File: config.mk
export PLATFORM = sky130hd
export DESIGN_NAME = sa_stream_ctrl
export DESIGN_NICKNAME = d
export VERILOG_FILES = /design/src/rtl/sa_stream_ctrl_pkg.sv /design/src/rtl/sa_wren_skew.sv /design/src/rtl/sa_stream_ctrl.sv
export SDC_FILE = /design/constraint.sdc
export NUM_CORES = 1
export LEC_CHECK = 0
export CAP_MARGIN = 20
export CORE_AREA = 3 3 71 73
export DETAILED_ROUTE_END_ITERATION = 7
export DIE_AREA = 0 0 74 76
export SYNTH_ARGS = -nofsm -noshare
export SYNTH_HDL_FRONTEND = slang
export SYNTH_SLANG_ARGS = --single-unit
File: constraint.sdc
create_clock -name i_clk -period 2.35 [get_ports i_clk]
set_input_delay 0.3525 -clock i_clk [delete_from_list [all_inputs] [get_ports i_clk]]
set_output_delay 0.3525 -clock i_clk [all_outputs]
set_load 0.005 [all_outputs]
File: src/rtl/sa_stream_ctrl_pkg.sv
// ----------------------------------------------------------------------------
// sa_stream_ctrl_pkg
// Shared definitions for the systolic-array stream controller:
//   - state_e      : controller FSM states
//   - DEF_LEN_W    : default width of the beat count
//   - drain_cnt_w  : width of the drain counter for a given column count
// ----------------------------------------------------------------------------
package sa_stream_ctrl_pkg;

    localparam int unsigned DEF_LEN_W = 8;

    typedef enum logic [1:0] {
        StIdle,
        StStream,
        StDrain,
        StDone
    } state_e;

    // Drain counter must hold 0..COL-1; clog2(COL+1) keeps it >= 1 bit for COL=1.
    function automatic int unsigned drain_cnt_w(input int unsigned col);
        return (col < 1) ? 1 : $clog2(col + 1);
    endfunction

endpackage

File: src/rtl/sa_wren_skew.sv
// ----------------------------------------------------------------------------
// sa_wren_skew
// COL-stage shift register that skews the column write enable: stage k is the
// input delayed k+1 cycles. A synchronous clear empties every stage.
// Ports:
//   i_clk    clock
//   i_rst_n  asynchronous active-low reset
//   i_clr    synchronous clear of all stages
//   i_in     bit entering stage 0
//   o_wren   stage outputs, bit k = stage k
// ----------------------------------------------------------------------------
module sa_wren_skew
    import sa_stream_ctrl_pkg::*;
#(
    parameter int unsigned COL = 3
) (
    input  logic           i_clk,
    input  logic           i_rst_n,
    input  logic           i_clr,
    input  logic           i_in,
    output logic [COL-1:0] o_wren
);

    logic [COL-1:0] r_sr;
    logic [COL:0]   w_shift;

    // Concatenation form keeps COL=1 legal (no [COL-2:0] slice).
    assign w_shift = {r_sr, i_in};

    always_ff @(posedge i_clk or negedge i_rst_n) begin
        if (!i_rst_n) begin
            r_sr <= '0;
        end else if (i_clr) begin
            r_sr <= '0;
        end else begin
            r_sr <= w_shift[COL-1:0];
        end
    end

    assign o_wren = r_sr;

endmodule

File: src/rtl/sa_stream_ctrl.sv
// ----------------------------------------------------------------------------
// sa_stream_ctrl
// Sequences one streaming pass of the systolic array: pops i_len beats from the
// operand FIFO, produces skewed per-column write enables, waits COL cycles for
// the last beat to reach the final column, then pulses o_done.
// Ports:
//   i_clk, i_rst_n  clock, asynchronous active-low reset
//   i_start, i_len  start strobe and beat count (sampled in IDLE only)
//   i_abort         synchronous abort of a pass in STREAM/DRAIN
//   i_fifo_empty    upstream FIFO empty flag
//   o_fifo_rd       FIFO pop (combinational)
//   o_col_wren      skewed column write enables
//   o_busy          high in STREAM and DRAIN
//   o_done          one-cycle pulse on normal completion
//   o_err           one-cycle pulse on an illegal command
// ----------------------------------------------------------------------------
module sa_stream_ctrl
    import sa_stream_ctrl_pkg::*;
#(
    parameter int unsigned COL   = 3,
    parameter int unsigned LEN_W = DEF_LEN_W
) (
    input  logic             i_clk,
    input  logic             i_rst_n,
    input  logic             i_start,
    input  logic [LEN_W-1:0] i_len,
    input  logic             i_abort,
    input  logic             i_fifo_empty,
    output logic             o_fifo_rd,
    output logic [COL-1:0]   o_col_wren,
    output logic             o_busy,
    output logic             o_done,
    output logic             o_err
);

    localparam int unsigned      DrainW    = drain_cnt_w(COL);
    localparam logic [DrainW-1:0] DrainLast = DrainW'(COL - 1);
    localparam logic [LEN_W-1:0]  LenOne    = LEN_W'(1);

    state_e             r_state;
    logic [LEN_W-1:0]   r_len;
    logic [LEN_W-1:0]   r_beat;
    logic [DrainW-1:0]  r_drain;
    logic               r_busy;
    logic               r_done;
    logic               r_err;

    logic               w_active;
    logic               w_abort;
    logic               w_fifo_rd;

    assign w_active  = (r_state == StStream) || (r_state == StDrain);
    assign w_abort   = i_abort && w_active;
    assign w_fifo_rd = (r_state == StStream) && !i_fifo_empty && !i_abort;

    always_ff @(posedge i_clk or negedge i_rst_n) begin
        if (!i_rst_n) begin
            r_state <= StIdle;
            r_len   <= '0;
            r_beat  <= '0;
            r_drain <= '0;
            r_busy  <= 1'b0;
            r_done  <= 1'b0;
            r_err   <= 1'b0;
        end else begin
            r_done <= 1'b0;
            // Zero length in IDLE, or any start outside IDLE, is flagged; the
            // current pass carries on untouched.
            r_err  <= i_start && ((r_state != StIdle) || (i_len == '0));

            unique case (r_state)
                StIdle: begin
                    if (i_start && (i_len != '0)) begin
                        r_len   <= i_len;
                        r_beat  <= '0;
                        r_state <= StStream;
                        r_busy  <= 1'b1;
                    end
                end
                StStream: begin
                    if (w_abort) begin
                        r_state <= StIdle;
                        r_busy  <= 1'b0;
                    end else if (w_fifo_rd) begin
                        r_beat <= r_beat + LenOne;
                        // Compare against len-1 so len = 2^LEN_W-1 never wraps.
                        if (r_beat == r_len - LenOne) begin
                            r_state <= StDrain;
                            r_drain <= '0;
                        end
                    end
                end
                StDrain: begin
                    if (w_abort) begin
                        r_state <= StIdle;
                        r_busy  <= 1'b0;
                    end else if (r_drain == DrainLast) begin
                        r_state <= StDone;
                        r_busy  <= 1'b0;
                        r_done  <= 1'b1;
                    end else begin
                        r_drain <= r_drain + 1'b1;
                    end
                end
                StDone: begin
                    r_state <= StIdle;
                end
                default: begin
                    r_state <= StIdle;
                    r_busy  <= 1'b0;
                end
            endcase
        end
    end

    sa_wren_skew #(
        .COL (COL)
    ) u_skew (
        .i_clk   (i_clk),
        .i_rst_n (i_rst_n),
        .i_clr   (w_abort),
        .i_in    (w_fifo_rd),
        .o_wren  (o_col_wren)
    );

    assign o_fifo_rd = w_fifo_rd;
    assign o_busy    = r_busy;
    assign o_done    = r_done;
    assign o_err     = r_err;

endmodule

==> flow_metrics.tcl, run 1 <==
set metrics [dict create \
    post-route-period-util 0.949 \
    fin_nets 204 \
    timing.slew.headroom 0.711 \
    startpoint_of_the_worst_slack_reg_to_reg_timing_path "r_len[1]" \
    netlist_top_cells_area "sky130_fd_sc_hd__dfrtp_1 42%, sky130_fd_sc_hd__mux2_2 6.5%, sky130_fd_sc_hd__ha_1 5.7%, sky130_fd_sc_hd__nand2_1 4.1%, sky130_fd_sc_hd__xor2_1 3.4%" \
    fp.dieArea_um2 5620 \
    floorplan.initialDensity 0.351 \
    post_synth_and_or_nand_nor_area_fraction 0.181 \
    layout.cells.most_common "sky130_fd_sc_hd__dfrtp_1" \
    totalNegativeSetupSlack_ps 0 \
    hold_path.class "in -> async" \
    count_of_tritonroute_iterations_in_the_first_routing_pass 4 \
    grt_setup_unrepaired "false" \
    status "completed" \
    yosysWarnings 0 \
    inserted_diodes 0 \
    place_hpwl_mm 2.66 \
    synth.cell_area_um2 1550 \
    synth_area_leader_cell "sky130_fd_sc_hd__dfrtp_1" \
    grt_max_degree 27 \
    number_of_hold_buffers_added_after_cts 0 \
    clock_tree_from_tritoncts "yes" \
    required_ps 2500 \
    timing.critical_path.arrival_ps 2380 \
    ant_nets 0 \
    layout-drive-gt1-share 0.197 \
    layout.cells.most_common_list "26 x sky130_fd_sc_hd__dfrtp_1, 19 x sky130_fd_sc_hd__clkdlybuf4s50_1, 17 x sky130_fd_sc_hd__nand2_1, 12 x sky130_fd_sc_hd__buf_4, 9 x sky130_fd_sc_hd__mux2_2" \
    netlist-cell-type-count 43 \
    final_weighted_congestion_in_routability_driven_placement 0.849 \
    final.setup_skew_ps 1.37 \
    synthesis.nets 172 \
    vdd_ir_drop_max_mv 0.576 \
    filler_cell_count_in_the_final_layout 430 \
    report.final.slew_viol_count 0 \
    synth_top_family_by_area "simple AND/OR/NAND/NOR gates" \
    grt-ovfl-total 0 \
    cts.sinks 26 \
    deepest_clock_path_buffer_count 2 \
    hold_ws_ps 456 \
    first_global_vias 1306 \
    detailedRoute.firstIterationViolations 54 \
    timing.setup.critical_path_class "reg -> reg" \
    clk_pin_slew_ps 90 \
    cts_buffers 3 \
    cts-root-buf "sky130_fd_sc_hd__clkbuf_8" \
    syn-mean-instance-area_um2 10.2 \
    synth_edf_count 0 \
    routed_wirelength_mm 3.45 \
    final_cell_count_no_fill 235 \
    multi_input_comb_area_um2 881 \
    wl_per_cell_um 14.7 \
    postSynth.asyncResetShare 1.00 \
    top_level_ports 20 \
    synth.top_cell.area_share 0.420 \
    floorplan.core_area_um2 4410 \
    place.detailed.instances 230 \
    cp-start-kind "register" \
    worst-r2r-setup-slack_ps 120 \
    hold_viol 0 \
    ys_dominant_reg_cell "sky130_fd_sc_hd__dfrtp_1" \
    drc_errors 0 \
    finalWorstPathRequiredPeriod_ps 2230 \
    htree_num_levels 1 \
    synth.mux.area_fraction 0.0792 \
    ys_ff_latch 26 \
    finalSetupViolations 0 \
    syn_to_final_growth_pct 26.4 \
    p_leak_nw 0.848 \
    worstMarginPinSlew_ps 429 \
    grt_use_total 0.136 \
    flip_flop_and_latch_area_um2 651 \
    die_x_um 74 \
    yosys.area_share.adder 0.0565 \
    initial_antenna_violation_count 0 \
    r2r_cells 8 \
    timing.fmax_ghz 0.448 \
    syn_inst 152 \
    post_synthesis_compound_gate_area_fraction 0.177 \
    row_count 24 \
    powerDensity_nw_per_um2 1140 \
    clk_latency_ps 270 \
    parity_gate_share_of_the_synthesized_area_counting_xor_and_xnor_cells 0.0565 \
    post_drt_via_cell_ratio 5.27 \
    port_bufs 19 \
    maxCapViolations 0 \
    critPathCaptureType "register" \
    grt_pass1_wl_mm 6.13 \
    worst_r2r_endpoint "r_state[1]" \
    crit_path_max_fanout 4 \
    fp.dieH_um 76 \
    routed-via-count 1239 \
    yosysSeqAreaShare 0.420 \
]
## flip-flops by register name (all words and copies together) (netlist names)
| signal | cells |
|---|---|
| o_done | 1 |
| r_beat | 8 |
| u_skew.o_wren | 3 |
| r_len | 8 |
| r_drain | 2 |
| o_err | 1 |
| r_state | 2 |
| o_busy | 1 |
## metal layers
layer	global-route usage	part of all wire
met3	0.0330	0.031
met2	0.224	0.49
met5	0	0
met4	0.0217	0.0020
met1	0.181	0.48
## logic make-up after synthesis
family	after synthesis
mux	11
buf+inv	11
fa+ha+maj	7
simple gates	50
flops	26
xor+xnor	10
compound gates	37
## synth_stat cells (all sizes together), types with 4 or more instances
cell type  number
nand2          17
a21oi           5
inv             7
nand3           5
dfrtp          26
nor3b           4
xor2            6
xnor2           4
ha              7
nor4            6
mux2           10
o21ai           8
nor2            5
nor2b           4
## where the power goes
group | total, mW | internal [mW] | switching, mW
sequential | 0.767 | 0.595 | 0.172
clock | 0.288 | 0.150 | 0.139
combinational | 1.18 | 0.585 | 0.599
## stage by stage
stage | cell area [µm²] | total power, mW | worst slack (ps) | util
6_report | 1960 | 2.24 | 120 | 0.444
5_1_grt | 1960 | 2.44 | 3.09 | 0.444
4_1_cts | 1920 | 2.20 | 18.8 | 0.435
3_5_place_dp | 1870 | 1.89 | -66.4 | 0.423
3_3_place_gp | 1870 | 1.85 | -5.95 | 0.423
2_1_floorplan | 1550 | 1.52 | 156 | -
## critical path, stage by stage, from the launching register on
cell and delay, ps:
sky130_fd_sc_hd__dfrtp_1 400, sky130_fd_sc_hd__buf_4 150, sky130_fd_sc_hd__or2_2 340, sky130_fd_sc_hd__xor2_1 170, sky130_fd_sc_hd__o31ai_1 320, sky130_fd_sc_hd__o2111ai_2 200
sky130_fd_sc_hd__buf_4 200, sky130_fd_sc_hd__a31oi_2 210, sky130_fd_sc_hd__o21ai_0 120
## layout make-up
type	instances	share of cell area
inverters	7	0.0134
flip-flops and latches	26	0.332
well taps	52	0.0332
repair buffers	31	0.143
clock buffers	4	0.0281
multi-input cells	115	0.450
## how the worst max path moves through the flow
| stage | slack (ps) | from | end |
|---|---|---|---|
| floorplan | 160 | r_state[1] | r_drain[1] |
| global placement | -6 | i_len[5] | r_beat[3] |
| detailed placement | -70 | i_len[5] | r_beat[3] |
| CTS | 20 | r_len[1] | r_state[0] |
| global route | 3 | r_state[1] | o_fifo_rd |
| finish | 120 | r_len[1] | r_state[1] |
## repair_timing
item | 4_1_cts | 5_1_grt
gates resized for setup | 0 | 5
endpoints found under the setup margin | 0 | 4
setup buffers | 0 | 1
Power figures use the tool's default switching activity.
==> inputs of run 2 (changes only) <==
Settings changed: SKIP_LAST_GASP set to 1.
Clock period 2.35 ns to 2.25 ns, I/O delays scaled along.
==> run 2 against run 1 <==
  * Die area stayed put
  * Total power is 8.4% higher
  * Clock power is 6% higher
  * Critical path type unchanged
  * Critical endpoint unchanged
==> flow_metrics.tcl, run 2 (synthesis results as in run 1) <==
set metrics [dict create \
    share_comb_of_total_power 0.542 \
    timing.critical_path.arrival_ps 2330 \
    critPathCaptureType "register" \
    maxCapViolations 0 \
    clk_pin_slew_ps 90 \
    layout.cells.most_common_list "26 x sky130_fd_sc_hd__dfrtp_1, 19 x sky130_fd_sc_hd__clkdlybuf4s50_1, 17 x sky130_fd_sc_hd__nand2_1, 15 x sky130_fd_sc_hd__buf_4, 9 x sky130_fd_sc_hd__mux2_2" \
    timing.fmax_ghz 0.459 \
    cts_buffers 3 \
    timing.setup.critical_path_class "reg -> reg" \
    finalSetupViolations 0 \
    deepest_clock_path_buffer_count 2 \
    wl_per_cell_um 14.9 \
    status "completed" \
    grt_use_total 0.132 \
    cp-start-kind "register" \
    hold_path.class "in -> async" \
    syn_to_final_growth_pct 29.3 \
    vdd_ir_drop_max_mv 0.596 \
    required_ps 2400 \
    final.setup_skew_ps 3.05 \
    cts.sinks 26 \
    count_of_tritonroute_iterations_in_the_first_routing_pass 4 \
    worstMarginPinSlew_ps 433 \
    final_weighted_congestion_in_routability_driven_placement 0.847 \
    grt-ovfl-total 0 \
    report.final.slew_viol_count 0 \
    top_layer_used "met4" \
    p_leak_nw 0.868 \
    critPathMaxStageDelay_ps 440 \
    clk_latency_ps 270 \
    finalWorstPathRequiredPeriod_ps 2180 \
    swShare 0.404 \
    wl_met2_mm 1.76 \
    wl_met1_mm 1.62 \
    timing.slew.headroom 0.709 \
    fp.dieH_um 76 \
    layout.cells.most_common "sky130_fd_sc_hd__dfrtp_1" \
    die_x_um 74 \
    power_switching_uw 980 \
    timing.critical_path.max_delay_family "compound AO/OA/AOI/OAI gates" \
    clock_power_share 0.126 \
    hold_viol 0 \
    path_buf_inv 2 \
    detailedRoute.firstIterationViolations 68 \
    grt_pass1_wl_mm 5.95 \
    top_level_ports 20 \
    drc_errors 0 \
    floorplan.core_area_um2 4410 \
    grt_max_degree 27 \
    crit_path_max_fanout 4 \
    floorplan.initialDensity 0.351 \
    initial_antenna_violation_count 0 \
    routed_wirelength_mm 3.57 \
    place_hpwl_mm 2.63 \
    post_drt_via_cell_ratio 5.20 \
    powerDensity_nw_per_um2 1210 \
    htree_num_levels 1 \
    share_seq_of_total_power 0.332 \
    routed-via-count 1242 \
    row_count 24 \
    port_bufs 19 \
    worst_path_max_delay_cell "sky130_fd_sc_hd__a2111o_1" \
    first_global_vias 1246 \
    design_power_mw 2.43 \
    post-route-period-util 0.969 \
    cts-root-buf "sky130_fd_sc_hd__clkbuf_8" \
    pint_mw 1.45 \
    inserted_diodes 0 \
    dr_wl_met3_um 185 \
    hold_ws_ps 433 \
    fp.dieArea_um2 5620 \
    layout-drive-gt1-share 0.225 \
    crit_path_cell_trace "inv_1 > ha_2 > o21bai_1 > a2111o_1 > o311ai_2 > o2111ai_2 > buf_4 > a31oi_2 > o21ai_0" \
    clock_tree_from_tritoncts "yes" \
    ant_nets 0 \
    fin_nets 208 \
]
-- run 2: layout make-up --
class                      count  area [µm²]
inverter                       7        26.3
clock buffer                   4        55.1
multi-input combinational    115         892
timing repair buffer          35         314
fill                         428        2410
tap                           52        65.1
sequential                    26         651
-- run 2: power by group through the flow --
stage | combinational, mW | clock [mW] | sequential, mW
global placement | 1.18 | 0 | 0.796
finish | 1.31 | 0.306 | 0.806
detailed placement | 1.21 | 0 | 0.805
floorplan | 0.816 | 0 | 0.770
CTS | 1.23 | 0.317 | 0.798
global route | 1.45 | 0.340 | 0.832
-- run 2: repair_timing --
item                                    CTS  global route
hold buffers                              0             0
buffers inserted                          0             2
endpoints found under the setup margin    3             5
pin swaps                                 0             4
gates resized for setup                   1             8
-- run 2: final timing paths --
kind / start / endpoint / slack, ps / depth (start not counted)
max: r_len[1] / r_state[1] / 70 / 9
min: i_rst_n / r_beat[6] / 430 / 2
max reg2reg: r_len[1] / r_state[1] / 70 / 9
min reg2reg: u_skew.o_wren[1] / u_skew.o_wren[2] / 490 / 1
max in group asynchronous: i_rst_n / r_beat[2] / 1550 / 2
min in group i_clk: u_skew.o_wren[1] / u_skew.o_wren[2] / 490 / 1
-- run 2: through the flow --
| stage | setup TNS, ps | setup WS (ps) | cell area [µm²] | utilization | std cells |
|---|---|---|---|---|---|
| global placement | -364 | -146 | 1890 | 0.428 | 233 |
| CTS | 0 | 18.5 | 1950 | 0.442 | 237 |
| global route | -29.6 | -24.9 | 2000 | 0.454 | 239 |
| floorplan | 0 | 56.1 | 1550 | - | 152 |
| finish | 0 | 70.7 | 2000 | 0.454 | 239 |
| detailed placement | -636 | -143 | 1890 | 0.428 | 233 |
-- run 2: layer usage --
metal / track usage / up-vias
met2: 0.216 / 33
met4: 0.0163 / 0
li1: - / 621
met5: 0 / -
met3: 0.0290 / 2
met1: 0.181 / 586
==> inputs of run 3 (changes only) <==
Settings changed: RECOVER_POWER set to 50.
Clock period 2.25 ns to 2.2 ns, I/O delays scaled along.
==> run 3 against run 2 <==
  * Register-to-register slack is essentially flat
  * Global-route usage grew 0.38 points
  * Combinational power grew 14%
  * Final cell count grew 0.42%
  * Clock power grew 29%
  * Worst hold slack gained 57 ps
  * Clock skew grew 2.9 ps
  * Sequential share of layout area shrank 1.4 points
  * Critical path depth is the same
  * Sequential power grew 4.6%
  * Largest power group unchanged
  * First-iteration DRC count grew 21%
==> flow_metrics.tcl, run 3 (synthesis results as in run 1) <==
set metrics [dict create \
    swShare 0.401 \
    path_buf_inv 2 \
    timing.critical_path.max_delay_family "compound AO/OA/AOI/OAI gates" \
    routed-via-count 1273 \
    hold_path.class "reg -> reg" \
    timing.slew.headroom 0.0500 \
    required_ps 2400 \
    clk_pin_slew_ps 90 \
    drc_errors 0 \
    final.setup_skew_ps 5.98 \
    critPathCaptureType "register" \
    flip_flop_and_latch_area_um2 652 \
    grt_pass1_wl_mm 6.16 \
    timing.critical_path.arrival_ps 2330 \
    initial_antenna_violation_count 0 \
    finish.instance_area_um2 2100 \
    cts-root-buf "sky130_fd_sc_hd__clkbuf_8" \
    status "completed" \
    htree_num_levels 1 \
    post-route-period-util 0.968 \
    timing.setup.critical_path_class "reg -> reg" \
    layout-drive-gt1-share 0.266 \
    detailedPlace.worstSlack_ps -230 \
    detailedRoute.firstIterationViolations 82 \
    port_bufs 19 \
    vdd_ir_drop_max_mv 0.598 \
    top_level_ports 20 \
    clock_tree_from_tritoncts "yes" \
    fin_nets 209 \
    count_of_tritonroute_iterations_in_the_first_routing_pass 4 \
    worst_path_max_delay_cell "sky130_fd_sc_hd__dfrtp_1" \
    fin_ws_ps 69.6 \
    row_count 24 \
    finalWorstPathRequiredPeriod_ps 2130 \
    die_x_um 74 \
    final_weighted_congestion_in_routability_driven_placement 0.826 \
    multi_input_comb_area_um2 963 \
    share_seq_of_total_power 0.310 \
    p_leak_nw 0.896 \
    grt_use_total 0.136 \
    crit_path_max_fanout 4 \
    powerDensity_nw_per_um2 1300 \
    pint_mw 1.63 \
    finalSetupViolations 0 \
    fp.dieH_um 76 \
    inserted_diodes 0 \
    dpl_cell_area_um2 1900 \
    clk_latency_ps 270 \
    place_hpwl_mm 2.79 \
    floorplan.initialDensity 0.351 \
    layout.cells.most_common_list "25 x sky130_fd_sc_hd__dfrtp_1, 18 x sky130_fd_sc_hd__clkdlybuf4s50_1, 17 x sky130_fd_sc_hd__nand2_1, 15 x sky130_fd_sc_hd__buf_4, 9 x sky130_fd_sc_hd__mux2_2" \
    cts.sinks 26 \
    wl_per_cell_um 15.5 \
    ant_nets 0 \
    share_comb_of_total_power 0.545 \
    critPathMaxStageDelay_ps 410 \
    power_switching_mw 1.09 \
    routed_wirelength_mm 3.72 \
    deepest_clock_path_buffer_count 2 \
    grt_setup_unrepaired "true" \
    syn_to_final_growth_pct 35.3 \
    finalCoreUtilization 0.475 \
    grt_max_degree 27 \
    design_power_mw 2.72 \
    floorplan.core_area_um2 4410 \
    number_of_hold_buffers_added_after_cts 0 \
    grt-ovfl-total 0 \
    fp.dieArea_um2 5620 \
    report.final.slew_viol_count 0 \
    first_global_vias 1326 \
    layout.cells.most_common "sky130_fd_sc_hd__dfrtp_1" \
    cp-start-kind "register" \
    hold_viol 0 \
    cts_buffers 3 \
    timing.fmax_ghz 0.469 \
    maxCapViolations 0 \
    filler_cell_count_in_the_final_layout 391 \
    post_drt_via_cell_ratio 5.30 \
    worstMarginPinSlew_ps 1420 \
    clock_power_share 0.145 \
    crit_path_cell_trace "inv_2 > ha_4 > o21bai_4 > a2111o_1 > o311ai_4 > o2111ai_2 > buf_4 > a211o_1 > o21ai_1" \
    totalNegativeSetupSlack_ps 0 \
]
==> run 3: stage by stage <==
stage,cells,hold WS (ps)
after CTS,239,433
after global placement,234,463
final,240,490
after global routing,240,513
after detailed placement,234,471
after floorplan,152,34.4
==> run 3: repair_timing <==
| action | 4_1_cts | 5_1_grt |
|---|---|---|
| pin swaps | 1 | 5 |
| gates resized for setup | 3 | 19 |
| setup buffers | 1 | 1 |
| endpoints found under the setup margin | 3 | 10 |
==> run 3: path summary, 6_finish.rpt <==
path                       depth (start not counted)        startpoint                to  slack [ps]
max reg2reg                                        9          r_len[0]        r_state[1]          70
min                                                1  u_skew.o_wren[1]  u_skew.o_wren[2]         490
min reg2reg                                        1  u_skew.o_wren[1]  u_skew.o_wren[2]         490
max in group asynchronous                          2           i_rst_n          r_len[3]         350
min in group asynchronous                          2           i_rst_n         r_beat[1]         910
max                                                9          r_len[0]        r_state[1]          70
==> run 3: power by group through the flow <==
stage	Sequential (mW)	Clock, mW	Combinational [mW]
4_1_cts	0.825	0.412	1.30
2_1_floorplan	0.788	0	0.834
3_5_place_dp	0.829	0	1.26
6_report	0.843	0.396	1.49
5_1_grt	0.869	0.430	1.63
3_3_place_gp	0.817	0	1.21
==> run 3: worst reg2reg max path: stages, from the launching register on <==
cell                        delay (ps)
sky130_fd_sc_hd__dfrtp_1           410
sky130_fd_sc_hd__inv_2              60
sky130_fd_sc_hd__ha_4              160
sky130_fd_sc_hd__o21bai_4          170
sky130_fd_sc_hd__a2111o_1          410
sky130_fd_sc_hd__o311ai_4          100
sky130_fd_sc_hd__o2111ai_2         180
sky130_fd_sc_hd__buf_4             190
sky130_fd_sc_hd__a211o_1           300
sky130_fd_sc_hd__o21ai_1            80
==> run 3: final cells by class <==
type | instances | share of cell area
inverters | 7 | 0.0125
multi-input cells | 115 | 0.460
well taps | 52 | 0.0310
repair buffers | 36 | 0.152
clock inverters | 1 | 0.0143
clock buffers | 3 | 0.0197
flip-flops and latches | 26 | 0.311
==> run 3: metal layers <==
metal / up-vias / wire length [µm] / track usage
li1: 624 / - / -
met1: 627 / 1660 / 0.171
met2: 22 / 1890 / 0.244
met3: 0 / 169 / 0.0303
met4: 0 / 0 / 0.00543
met5: - / 0 / 0
